$ cat config.mk
export PLATFORM = sky130hd
export DESIGN_NAME = elastic_pipeline
export DESIGN_NICKNAME = d
export VERILOG_FILES = /design/src/rtl/elastic_pipeline_pkg.sv /design/src/rtl/elastic_stage.sv /design/src/rtl/elastic_pipeline.sv
export SDC_FILE = /design/constraint.sdc
export NUM_CORES = 1
export LEC_CHECK = 0
export BUFFER_PORTS_ARGS = -buffer_cell sky130_fd_sc_hd__buf_2
export CAP_MARGIN = 25
export CORE_UTILIZATION = 44
export DETAILED_ROUTE_END_ITERATION = 8
export PLACE_DENSITY = 0.78
export SETUP_SLACK_MARGIN = 0.5
export SLEW_MARGIN = 15
export SYNTH_ARGS = -nofsm -noshare
export SYNTH_HDL_FRONTEND = slang
export SYNTH_SLANG_ARGS = --single-unit
$ cat constraint.sdc
create_clock -name clk -period 1.3 [get_ports clk]
set_input_delay 0.26 -clock clk [delete_from_list [all_inputs] [get_ports clk]]
set_output_delay 0.26 -clock clk [all_outputs]
set_load 0.03 [all_outputs]
$ cat src/rtl/elastic_pipeline_pkg.sv
// Shared helpers for the elastic pipeline slice.
package elastic_pipeline_pkg;

  // Width of a counter able to hold 0..stages inclusive.
  function automatic int unsigned occ_width(input int unsigned stages);
    return $clog2(stages + 1);
  endfunction

endpackage

$ cat src/rtl/elastic_stage.sv
// One pipeline slot: a valid bit plus a data register with a load enable.
// Data only captures when the incoming beat is valid, so bubbles never toggle it.
module elastic_stage #(
  parameter int unsigned WIDTH = 32
) (
  input  logic             clk,
  input  logic             rst,
  input  logic             flush_i,
  input  logic             load_i,
  input  logic             v_i,
  input  logic [WIDTH-1:0] d_i,
  output logic             v_o,
  output logic             v_d_o,
  output logic [WIDTH-1:0] d_o
);

  logic             v_q, v_d;
  logic [WIDTH-1:0] d_q, d_d;

  // Next-state: load from upstream when enabled; flush clears only the valid bit.
  always_comb begin
    v_d = v_q;
    d_d = d_q;
    if (load_i) begin
      v_d = v_i;
      if (v_i) begin
        d_d = d_i;
      end
    end
    if (flush_i) begin
      v_d = 1'b0;
    end
  end

  // Slot registers with asynchronous reset.
  always_ff @(posedge clk or posedge rst) begin
    if (rst) begin
      v_q <= 1'b0;
      d_q <= '0;
    end else begin
      v_q <= v_d;
      d_q <= d_d;
    end
  end

  assign v_o   = v_q;
  assign v_d_o = v_d;
  assign d_o   = d_q;

endmodule

$ cat src/rtl/elastic_pipeline.sv
// STAGES-deep registered valid/ready pipe with optional bubble collapsing,
// synchronous flush and a registered occupancy count.
module elastic_pipeline
  import elastic_pipeline_pkg::*;
#(
  parameter int unsigned WIDTH           = 32,
  parameter int unsigned STAGES          = 1,
  parameter int unsigned BUBBLE_COLLAPSE = 1
) (
  input  logic                           clk,
  input  logic                           rst,
  input  logic                           flush,
  input  logic                           in_valid,
  input  logic [WIDTH-1:0]               in_data,
  output logic                           in_ready,
  output logic                           out_valid,
  output logic [WIDTH-1:0]               out_data,
  input  logic                           out_ready,
  output logic [occ_width(STAGES)-1:0]   occupancy
);

  localparam int unsigned OW = occ_width(STAGES);

  logic [STAGES-1:0] v_q;
  logic [STAGES-1:0] v_d;
  logic [STAGES-1:0] load;
  logic [STAGES-1:0] src_v;
  logic [WIDTH-1:0]  d_q   [STAGES];
  logic [WIDTH-1:0]  src_d [STAGES];
  logic [STAGES:0]   adv;
  logic [OW-1:0]     occ_q, occ_d;

  // Advance chain: collapse mode ripples readiness back from the output slot
  // (a slot moves if it is empty or its successor moves); lockstep mode uses one enable.
  always_comb begin
    adv         = '0;
    adv[STAGES] = out_ready;
    for (int unsigned k = 0; k < STAGES; k++) begin
      if (BUBBLE_COLLAPSE != 0) begin
        adv[STAGES-1-k] = !v_q[STAGES-1-k] || adv[STAGES-k];
      end else begin
        adv[STAGES-1-k] = out_ready || !v_q[STAGES-1];
      end
    end
  end

  // Source of each slot: the input port for slot 0, the previous slot otherwise.
  always_comb begin
    src_v    = '0;
    src_v[0] = in_valid;
    src_d[0] = in_data;
    for (int unsigned k = 1; k < STAGES; k++) begin
      src_v[k] = v_q[k-1];
      src_d[k] = d_q[k-1];
    end
  end

  assign load = adv[STAGES-1:0];

  for (genvar g = 0; g < STAGES; g++) begin : g_slot
    elastic_stage #(
      .WIDTH(WIDTH)
    ) u_stage (
      .clk    (clk),
      .rst    (rst),
      .flush_i(flush),
      .load_i (load[g]),
      .v_i    (src_v[g]),
      .d_i    (src_d[g]),
      .v_o    (v_q[g]),
      .v_d_o  (v_d[g]),
      .d_o    (d_q[g])
    );
  end

  // Occupancy is counted from the next valid vector so the register always matches popcount(v).
  always_comb begin
    occ_d = '0;
    for (int unsigned k = 0; k < STAGES; k++) begin
      occ_d = occ_d + OW'(v_d[k]);
    end
  end

  // Occupancy register.
  always_ff @(posedge clk or posedge rst) begin
    if (rst) begin
      occ_q <= '0;
    end else begin
      occ_q <= occ_d;
    end
  end

  assign in_ready  = adv[0];
  assign out_valid = v_q[STAGES-1];
  assign out_data  = d_q[STAGES-1];
  assign occupancy = occ_q;

endmodule
# [Yosys cells after proc, flatten, opt, wreduce, memory -nomap -nowiden]
# Index checks and enable logic that the tools add are counted.
[totals] register_bits=33 wordCells=8
[op_classes] n_mux=2 n_reduce_logical=4
[ops] operator="$mux W1" count=2
[ops] operator="$reduce_and A2 Y1" count=1
[ops] operator="$reduce_bool A2 Y1" count=1
[ops] operator="$logic_not A1 Y1" count=1
[ops] operator="$logic_or A1 B1 Y1" count=1

# [Logic depth before layout (Yosys ltp)]
[logic_depth] depth_word=4 depth_mapped=4

# [By module]
# From an unflattened synthesis, not the netlist that was laid out.
[unflattened] hier_cells=75 area_unflattened_um2=1385.1
[modules_own_cells] mod="elastic_stage" cells_per_inst=72 seq_area_each_um2=825.8 area_per_inst_um2=1350.0 n_inst=1
[modules_own_cells] mod="elastic_pipeline" cells_per_inst=3 seq_area_each_um2=25.0 area_per_inst_um2=35.0 n_inst=1

# [Worst setup path before layout]
# No wires, ideal clock.
[synth_timing] path_type="flip-flop to flip-flop" from="reg g_slot[0].u_stage.v_q" to="reg g_slot[0].u_stage.d_q[0]" n_path_buf=1 stages_incl_launch_ff=5 setup_slack_ns=-0.128 required_time_ns=1.175 t_arrival_ns=1.302 cell_sequence="dfrtp_1 nand2b_4 nand2_4 buf_12 mux2_4"
[synth_via] elab_chain_cells=3
[synth_lines] element="from (decl)" line="elastic_stage.sv:17" text="logic v_q, v_d;"
[synth_lines] element="from (signal assigned)" line="elastic_stage.sv:41" text="v_q <= v_d;"
[synth_lines] element="$logic_not A1 Y1"
[synth_lines] element="$logic_or A1 B1 Y1"
[synth_lines] element="net in_ready" line="elastic_pipeline.sv:15" text="output logic in_ready,"
[synth_lines] element="$reduce_and A2 Y1 (no source line)"
[synth_lines] element="to (signal assigned)" line="elastic_stage.sv:39" text="d_q <= '0;"
[synth_lines] element="to (signal assigned)" line="elastic_stage.sv:42" text="d_q <= d_d;"
[synth_lines] element="to (decl)" line="elastic_stage.sv:18" text="logic [WIDTH-1:0] d_q, d_d;"
# The timed path passes the listed nets, and every way through them passes these cells.
# A chain may end at the register's enable or synchronous reset.

# [Final worst setup path]
[layout_timing] from="reg g_slot[0].u_stage.v_q" to="out in_ready"
[layout_via] elab_chain_cells=2
[layout_lines] element="$logic_not A1 Y1"
[layout_lines] element="$logic_or A1 B1 Y1"
[layout_lines] element="to (decl)" line="elastic_pipeline.sv:15"
# No other way between the ends.

==> impl_metrics.toml <==
[sta]
rsz0062_at_grt = "true"
maxSlewViolCount = 0
max_freq_mhz = 794.6
fin_crit_ns = 1.258
fin_skew_ns = 0.004019
slew_headroom_pct = 53.87
fin_crit_sh_pct = 96.81
setup_viol = 0
worst_pin_slew_ns = 0.6905
hold_viol = 0

[layout]
layout-area-overhead-vs-synth_pct = 60.61
final_core_util_pct = 74.46
design_area_um2 = 2255
num_antenna_cells = 0
drive_above_1_share_pct = 80.35
final_nets = 210

[clock_tree]
clkTransAtPathRegs_ns = 0.10
cts_sinks = 33
clock-root-buffer = "clkbuf_4"
clkLatencyLatePin_ns = 0.32
cts_tree = "yes"
h-tree-depth = 2
cts_buffer_depth = 2
cts_buffers = 5

[synth]
synthSimpleGateAreaFrac_pct = 1.783
ys_ff_latch = 33
synth-compound-area-share_pct = 0.3565
synthCells = 74
muxShareOfSynthArea_pct = 33.69
syn_avg_cell_area_um2 = 18.97
synth_top_family_by_area = "multiplexers"
synth-adder-area-share_pct = 0
synth_xor_area_share_pct = 0
yosys_warnings = 0
synth.yosys.seq_area_share_pct = 58.82
synth_cell_types = 9
synthesis.nets = 111
synthesis.area_um2 = 1404

[placement]
post-dp-hpwl_mm = 1.759
gp_congestion = 0.6434
portBuffers = 71
placed_cell_area_um2 = 1760

[drt]
wl_per_cell_um = 15.47
drc = 0
drt_iter0_markers = 22
ant_nets = 0
num_vias = 984
wl_mm = 3.357
vias_per_cell = 4.535
dr.pass1.iters = 4

[worst_setup_path]
timing.rr.end = "g_slot[0].u_stage.d_o[27]"
cp-start-kind = "flop"
path_class = "flop to output port"
ff2ff_setup_slack_ns = 0.05
end_kind = "output port"
cp.arrival_ns = 1.00
r2r_cells = 4
cp.required_ns = 1.04
critPathMaxFanout = 4
rr_startpoint = "g_slot[0].u_stage.v_o"

[global_routing]
grt_util_all_layers_pct = 20.79
grt_pass1_wl_mm = 4.954
grt_max_degree = 34
grt_overflow = 0
grt_pass1_vias = 1011
antenna_found_initial = 0

[run_status]
status = "finished clean"

[pwr]
peakVddDrop_v = 0.0007896
p_leak_nw = 1.176
total_power_mw = 2.882
power_density_nw_per_um2 = 1278

[die]
die_w_um = 58.49
die-height_um = 58.49
start_util_pct = 46.36
num_rows = 20
io_pins = 72
die_area_um2 = 3421
fp.coreArea_um2 = 3028

[run]
maxCapViolCount = 0

[worst_hold_path]
hp-class = "primary input to async pin"
timing repair:
action	CTS	global route
cloned	3	0
gates resized for setup	69	2
buffers inserted	14	8
setup endpoints to repair	67	68
pin swaps	1	0
hold buffers	0	0
worst max-delay path by stage:
stage | slack, ns | cells after the start | endpoint | from
global route | -0.01 | 2 | in_ready | g_slot[0].u_stage.v_o
detailed placement | -0.005 | 4 | g_slot[0].u_stage.d_o[7] | out_ready
CTS | 0.04 | 2 | in_ready | g_slot[0].u_stage.v_o
floorplan | -0.007 | 4 | g_slot[0].u_stage.d_o[0] | g_slot[0].u_stage.v_o
finish | 0.04 | 2 | in_ready | g_slot[0].u_stage.v_o
global placement | 0.02 | 4 | g_slot[0].u_stage.d_o[8] | out_ready
Yosys cell counts, drive strengths merged:
master,n,area share (%)
dfrtp,33,59
nand2,1,0.80
buf,4,4.8
mux2,32,34
a21oi,1,0.36
nand2b,1,0.98
inv,2,0.53
state kept, by name, indices dropped and copies added, names as in the netlist:
register            flops
g_slot.u_stage.d_o     32
g_slot.u_stage.v_o      1
critical path, cell delays in order, from the launching register on:
cell	delay [ns]
dfrtp_2	0.44
nand2b_4	0.10
buf_6	0.13
power by group:
part | switching [mW] | internal, mW | total (mW)
clock | 0.325 | 0.255 | 0.581
sequential | 0.100 | 1.15 | 1.25
combinational | 0.484 | 0.564 | 1.05
placed cells by master (no fill, tap or decap):
master and instances:
buf_4 22, clkbuf_4 5, clkbuf_1 1, nand2b_4 1, clkinvlp_4 1, nand2_8 4
inv_1 1, buf_6 33, a21oi_2 1, dfrtp_2 1, dfrtp_1 32, mux2_2 1
mux2_4 31, clkbuf_8 1, buf_2 38
metrics by stage:
step           hold WS (ns)  instances   TNS [ns]  worst slack (ns)
2_1_floorplan        0.1946         74    -0.2068         -0.006892
3_3_place_gp         0.3844        185          0           0.01657
3_5_place_dp         0.4035        185  -0.009099         -0.004649
4_1_cts             0.04053        209          0           0.03559
5_1_grt             0.04385        217   -0.01151          -0.01151
6_report            0.02062        217          0           0.04153
logic make-up (layout without fill, tap and decap cells):
group                  count (synthesis)  count (layout)
AND/OR/NAND/NOR                        2               5
multiplexers                          32              32
flip-flops                            33              33
AO/OA/AOI/OAI                          1               1
buffers and inverters                  6             102
final cells by class:
type                    instances  area [um2]
repair buffers                 93       726.9
flip-flops and latches         33       827.0
inverters                       2       11.26
multi-input cells              38       579.3
fillers                       213       773.2
clock buffers                   7       55.05
well taps                      44       55.05
metal layers:
metal  GRT usage, %  vias up  part of all wire, %
met5              0        -                    0
met4          11.56        0                  2.9
met3          8.132       10                  5.7
met2          31.69       46                   50
met1          25.32      475                   41
li1               -      453                    -
Power figures use the tool's default switching activity.
